File: config.mk
export PLATFORM = sky130hd
export DESIGN_NAME = flight_loop_sched
export DESIGN_NICKNAME = d
export VERILOG_FILES = /design/src/rtl/flight_pkg.sv /design/src/rtl/flight_loop_sched_packer.sv /design/src/rtl/flight_loop_sched.sv
export SDC_FILE = /design/constraint.sdc
export NUM_CORES = 1
export LEC_CHECK = 0
export ABC_AREA = 1
export CORE_MARGIN = 5
export CORE_UTILIZATION = 58
export DETAILED_ROUTE_END_ITERATION = 10
export DONT_BUFFER_PORTS = 1
export PLACE_DENSITY_LB_ADDON = 0.15
export SYNTH_ARGS = -nofsm -noshare
export SYNTH_HDL_FRONTEND = slang
export SYNTH_HIERARCHICAL = 1
export SYNTH_SLANG_ARGS = --single-unit
File: constraint.sdc
create_clock -name clk -period 3.8 [get_ports clk]
set_clock_uncertainty 0.15 [all_clocks]
set_input_delay 0.95 -clock clk [delete_from_list [all_inputs] [get_ports clk]]
set_output_delay 0.95 -clock clk [all_outputs]
set_load 0.05 [all_outputs]
File: src/rtl/flight_pkg.sv
// Shared types and constants for the flight-controller loop scheduler.
// Sensor words are big-endian, signed, in ax..gz order.
package flight_pkg;

  typedef enum logic [2:0] {
    RESET_INIT = 3'd0,
    WAIT_INIT  = 3'd1,
    WAIT_TICK  = 3'd2,
    CAPTURE    = 3'd3,
    CALC       = 3'd4,
    PWM_WAIT   = 3'd5,
    FAULT      = 3'd6
  } sched_state_t;

  localparam int MPU_BURST_BYTES = 12;

  typedef struct packed {
    logic signed [15:0] ax;
    logic signed [15:0] ay;
    logic signed [15:0] az;
    logic signed [15:0] gx;
    logic signed [15:0] gy;
    logic signed [15:0] gz;
  } imu_sample_t;

endpackage

File: src/rtl/flight_loop_sched_packer.sv
// Collects one MPU burst and assembles it into six big-endian words.
// The sample register only changes when the final byte arrives.
module mpu_byte_packer
  import flight_pkg::*;
(
  input  logic        clk,
  input  logic        rst_n,
  input  logic        clear,
  input  logic        accept,
  input  logic        data_oe,
  input  logic [7:0]  data,
  output logic        last,
  output imu_sample_t sample,
  output logic        sample_valid
);

  localparam logic [3:0] LAST_IDX = 4'(MPU_BURST_BYTES - 1);
  localparam logic [3:0] FULL_CNT = 4'(MPU_BURST_BYTES);

  logic [3:0] byte_cnt;
  logic [7:0] held [MPU_BURST_BYTES-1];
  logic       take;

  assign take = accept && data_oe && (byte_cnt < FULL_CNT);
  assign last = take && (byte_cnt == LAST_IDX);

  always_ff @(posedge clk) begin
    if (!rst_n) begin
      byte_cnt     <= '0;
      sample       <= '0;
      sample_valid <= 1'b0;
      for (int i = 0; i < MPU_BURST_BYTES - 1; i++)
        held[i] <= '0;
    end else begin
      sample_valid <= last;
      if (clear) begin
        byte_cnt <= '0;
      end else if (take) begin
        byte_cnt <= byte_cnt + 1'b1;
        if (!last)
          held[byte_cnt] <= data;
      end
      // final byte goes straight into gz, bypassing the hold buffer
      if (last) begin
        sample.ax <= {held[0], held[1]};
        sample.ay <= {held[2], held[3]};
        sample.az <= {held[4], held[5]};
        sample.gx <= {held[6], held[7]};
        sample.gy <= {held[8], held[9]};
        sample.gz <= {held[10], data};
      end
    end
  end

endmodule

File: src/rtl/flight_loop_sched.sv
// Fixed-rate loop scheduler: MPU init, burst capture, PID start, PWM load.
// Tracks wait-state timeouts, capture retries and missed loop ticks.
module flight_loop_sched
  import flight_pkg::*;
#(
  parameter int CLK_MAIN    = 50000000,
  parameter int LOOP_HZ     = 500,
  parameter int TIMEOUT_CYC = 20000,
  parameter int MAX_RETRY   = 3
) (
  input  logic        clk,
  input  logic        rst_n,
  input  logic        enable,
  output logic        mpu_init,
  input  logic        mpu_init_done,
  output logic        mpu_transfer,
  input  logic        mpu_data_oe,
  input  logic [7:0]  mpu_data,
  input  logic        mpu_busy,
  output logic        calc_pid_oe,
  input  logic        pid_done,
  output logic        pwm_update,
  input  logic        pwm_busy,
  output imu_sample_t sensor,
  output logic        sample_valid,
  output logic        fault,
  output logic [7:0]  overrun_cnt
);

  localparam int LOOP_CYC = CLK_MAIN / LOOP_HZ;
  localparam int TCW      = $clog2(LOOP_CYC + 1);
  localparam int OCW      = $clog2(TIMEOUT_CYC + 1);

  localparam logic [TCW-1:0] TICK_LAST = TCW'(LOOP_CYC - 1);
  localparam logic [OCW-1:0] TO_LAST   = OCW'(TIMEOUT_CYC - 1);
  localparam logic [7:0]     RETRY_MAX = 8'(MAX_RETRY - 1);

  sched_state_t state, state_n;

  logic [TCW-1:0] tick_cnt;
  logic [OCW-1:0] wait_cnt;
  logic [7:0]     retry;

  logic tick, waiting, timeout, busy_tick;
  logic go_init, go_xfer, go_pid, go_pwm;
  logic retry_inc, burst_last;
  logic pk_clear, pk_accept;

  assign tick      = (tick_cnt == TICK_LAST);
  assign waiting   = state inside {WAIT_INIT, CAPTURE, CALC, PWM_WAIT};
  assign timeout   = waiting && (wait_cnt == TO_LAST);
  assign busy_tick = tick && !(state inside {WAIT_TICK, FAULT});

  // a capture timeout drops any byte arriving in the same cycle
  assign pk_accept = (state == CAPTURE) && !timeout;
  assign pk_clear  = !pk_accept;

  always_comb begin
    state_n   = state;
    go_init   = 1'b0;
    go_xfer   = 1'b0;
    go_pid    = 1'b0;
    go_pwm    = 1'b0;
    retry_inc = 1'b0;
    unique case (state)
      RESET_INIT: begin
        go_init = 1'b1;
        state_n = WAIT_INIT;
      end
      WAIT_INIT: begin
        if (mpu_init_done)
          state_n = WAIT_TICK;
        else if (timeout)
          state_n = FAULT;
      end
      WAIT_TICK: begin
        if (tick && enable && !mpu_busy) begin
          go_xfer = 1'b1;
          state_n = CAPTURE;
        end
      end
      CAPTURE: begin
        if (timeout) begin
          retry_inc = 1'b1;
          state_n   = (retry >= RETRY_MAX) ? FAULT : WAIT_TICK;
        end else if (burst_last) begin
          go_pid  = 1'b1;
          state_n = CALC;
        end
      end
      CALC: begin
        if (pid_done)
          state_n = PWM_WAIT;
        else if (timeout)
          state_n = FAULT;
      end
      PWM_WAIT: begin
        if (!pwm_busy) begin
          go_pwm  = 1'b1;
          state_n = WAIT_TICK;
        end else if (timeout) begin
          state_n = FAULT;
        end
      end
      FAULT: state_n = FAULT;
      default: state_n = FAULT;
    endcase
  end

  always_ff @(posedge clk) begin
    if (!rst_n) begin
      state        <= RESET_INIT;
      tick_cnt     <= '0;
      wait_cnt     <= '0;
      retry        <= '0;
      mpu_init     <= 1'b0;
      mpu_transfer <= 1'b0;
      calc_pid_oe  <= 1'b0;
      pwm_update   <= 1'b0;
      fault        <= 1'b0;
      overrun_cnt  <= '0;
    end else begin
      state        <= state_n;
      tick_cnt     <= tick ? '0 : tick_cnt + 1'b1;
      mpu_init     <= go_init;
      mpu_transfer <= go_xfer;
      calc_pid_oe  <= go_pid;
      pwm_update   <= go_pwm;
      fault        <= (state_n == FAULT);
      if (state_n != state)
        wait_cnt <= '0;
      else if (wait_cnt != TO_LAST)
        wait_cnt <= wait_cnt + 1'b1;
      if (retry_inc)
        retry <= retry + 1'b1;
      else if (go_pid)
        retry <= '0;
      if (busy_tick && overrun_cnt != 8'hFF)
        overrun_cnt <= overrun_cnt + 1'b1;
    end
  end

  mpu_byte_packer u_packer (
    .clk          (clk),
    .rst_n        (rst_n),
    .clear        (pk_clear),
    .accept       (pk_accept),
    .data_oe      (mpu_data_oe),
    .data         (mpu_data),
    .last         (burst_last),
    .sample       (sensor),
    .sample_valid (sample_valid)
  );

endmodule

==> metrics.json <==
{
  "run_status": "finished clean",
  "final.setup.tns_ps": 0,
  "post_synth_num_cell_types": 42,
  "grt.total_usage_pct": 20.9,
  "post_synth_inst_count": 1090,
  "wire_length_of_the_first_global_routing_pass_um": 34000,
  "gp_congestion": 0.849,
  "timing_max_transition_violations_final": 0,
  "preCtsSetupSlack_ps": 399,
  "synth_area_um2": 9690,
  "grt.met2_usage_pct": 34.2,
  "cts.repair_timing.setup_buffer_count": 0,
  "final_nets": 1105,
  "timing.critical_path.fanout_max": 10,
  "design.core.area_um2": 16500,
  "vias_in_the_first_global_route": 6629,
  "cts.path.max_buffers": 3,
  "via_to_cell_ratio": 5.29,
  "final_cell_mix": "300 x nor2_1, 165 x dfxtp_1, 115 x o21ai_0, 96 x nand2_1, 81 x inv_1",
  "cts-buffers-inserted": 24,
  "drt_wl_total_um": 20500,
  "synth-seq-cells": 245,
  "start_kind": "register",
  "synth_flop_cell": "dfxtp_1",
  "switching_share_pct": 20.1,
  "cts_resized": 0,
  "hp-class": "reg -> reg",
  "timing.max_slew.rel_slack_pct": 42.8,
  "synth_top_cell_by_area": "dfxtp_1",
  "synth_area_leaders": "dfxtp_1 34%, edfxtp_1 25%, nor2_1 12%, o21ai_0 5.9%, nand2_1 3.7%",
  "report.power.total_mw": 5.17,
  "largest_net_degree_at_the_start_of_global_routing": 126,
  "p_leak_nw": 4.31,
  "yosys.area.top_type_share_pct": 34.1,
  "synth_nets": 1112,
  "firstDrtPassIters": 5,
  "clkSlewWorstSetupHoldPaths_ps": 60,
  "setup_ws_ps": 361,
  "period_needed_ps": 3440,
  "p_per_area_nw_per_um2": 487,
  "worst-slew-pin-transition_ps": 857,
  "worst_ir_drop_vdd_mv": 0.341,
  "chipWidth_um": 139,
  "global_route.usage.met1_pct": 28.3,
  "antenna_violations_before_repair": 0,
  "post_detailed_placement_cell_area_um2": 9830,
  "flow.area_growth_from_synthesis_pct": 9.59,
  "row_count": 47,
  "die_height_um": 139,
  "number_of_enable_type_register_cells_in_the_synthesized_netlist": 80,
  "hold_viol_final": 0,
  "insertion_delay_ps": 510,
  "final_cell_area_um2": 10600,
  "switchingPower_mw": 1.04,
  "grt_setup_unrepaired": "false",
  "routed_vias": 6983,
  "numPortBuffers": 0,
  "tritoncts": "done",
  "clock_tree.root_cell": "clkbuf_16",
  "sequentialPowerShare_pct": 53.5,
  "ctsHoldBuffers": 0,
  "place_hpwl_um": 13300,
  "globalRouteMet3Util_pct": 5.39,
  "achievable-frequency_mhz": 291,
  "setup_viol": 0,
  "required_time_at_the_endpoint_of_the_critical_path_ps": 3810,
  "io-pin-count": 126,
  "clkSinkCount": 245,
  "combPwrFrac_pct": 2.1,
  "detail_route.wl_per_cell_um": 15.5,
  "yosys_warning_count": 14,
  "post-route-drc-count": 0,
  "internal_power_summed_over_all_cells_mw": 4.13,
  "path_class": "reg -> reg",
  "initial_core_util_pct": 58.8,
  "grt_most_used_layer": "met2",
  "syn_avg_cell_area_um2": 8.89,
  "htree_num_levels": 1,
  "antennaDiodeCount": 0,
  "drt.antenna.violating_nets": 0,
  "final_core_util_pct": 64.5,
  "p_clk_share_pct": 44.5,
  "cap_viol_max_count": 0,
  "fin_crit_sh_pct": 90.5,
  "most_common_cell_after_layout_fill_and_taps_aside": "nor2_1",
  "critical_path_arrival_ps": 3450,
  "dieArea_um2": 19400,
  "grt-ovfl-total": 0,
  "drtIter0Drc": 525,
  "synth-async-reset-ratio_pct": 0,
  "layout-drive-gt1-share_pct": 9.45,
  "end_kind": "register",
  "seq_area_frac_synth_pct": 58.9
}
[Yosys cell counts, types with 2 or more instances]
cell and number:
nor2_4 13, inv_1 81, o21ai_2 2, nand3_4 2, inv_2 13, nor2_1 300
buf_2 11, a21oi_1 41, xor2_1 16, buf_1 2, edfxtp_1 80, nor3_1 16
nor4_1 6, nand2_4 2, and3_1 4, nand4_1 11, ha_1 6, clkbuf_1 24
o21ai_0 115, dfxtp_1 165, nor3b_1 5, o21ai_1 2, nand2_1 96, xnor2_1 2
nand3_1 36, nor2_2 7, nand3b_1 3, nand2_2 15
[path summary, 6_finish.rpt]
path | from | to | slack, ps | cells past startpoint
worst max-delay path | wait_cnt[0] | u_packer/held[6][7] | 360 | 16
worst min-delay path | u_packer/held[8][1] | u_packer/sample[25] | 320 | 2
worst max register to register | wait_cnt[0] | u_packer/held[6][7] | 360 | 16
worst min register to register | u_packer/held[8][1] | u_packer/sample[25] | 320 | 2
[cell families (layout without fill, tap and decap cells)]
family | count (synthesis) | count (layout) | share of synthesized area, %
AO/OA/AOI/OAI | 163 | 163 | 8.57
XOR/XNOR | 18 | 18 | 1.63
adder cells (fa/ha/maj) | 6 | 6 | 0.775
buffers and inverters | 134 | 145 | 5.62
flip-flops | 245 | 245 | 58.9
multiplexers | 1 | 1 | 0.103
AND/OR/NAND/NOR | 523 | 523 | 24.4
[critical path, cell delays in order (launching register included)]
cell and delay, ps:
dfxtp_1 340, ha_1 210, nand2_1 80, inv_2 50, nand2_4 90, nor2_8 50
nand2_4 120, inv_2 50, nor2_1 210, nand2_1 190, nor2_2 260, nand2_2 120
nor2_4 220, inv_2 90, nor2_1 250, nand2_1 260, nand2_1 350
[state kept, by name, summed over array words and instances (netlist names)]
name,cells
mpu_transfer,1
pwm_update,1
tick_cnt,17
u_packer/sample_valid,1
calc_pid_oe,1
u_packer/byte_cnt,4
wait_cnt,15
fault,1
u_packer/held,88
retry,8
u_packer/sample,96
mpu_init,1
state,3
overrun_cnt,8
[per-layer routing]
layer | up-vias | wire length [um] | share of wire, %
met5 | - | 0 | 0
met4 | 0 | 296 | 1.4
met3 | 27 | 1720 | 8.4
met2 | 183 | 9640 | 47
met1 | 3246 | 8880 | 43
li1 | 3527 | - | -
[final cells by class]
cell class | instances | area, um2
sequential | 245 | 5710
inverter | 94 | 353
timing repair buffer | 7 | 52.6
multi-input combinational | 711 | 3440
tap | 220 | 275
clock buffer | 38 | 756
fill | 1430 | 5850
clock inverter | 6 | 32.5
[power by group through the flow]
| stage | logic, mW | registers [mW] | clock network, mW |
|---|---|---|---|
| finish | 0.107 | 2.77 | 2.30 |
| global route | 0.120 | 2.77 | 2.47 |
| CTS | 0.109 | 2.76 | 2.36 |
| detailed placement | 0.108 | 2.82 | 0 |
| global placement | 0.106 | 2.82 | 0 |
| floorplan | 0.110 | 2.82 | 0 |
[through the flow]
stage	hold WS, ps	cells
3_3_place_gp	299	1277
4_1_cts	324	1321
3_5_place_dp	309	1277
2_1_floorplan	280	1090
5_1_grt	340	1321
6_report	322	1321
Note: power is estimated with default switching activity, not from simulation.
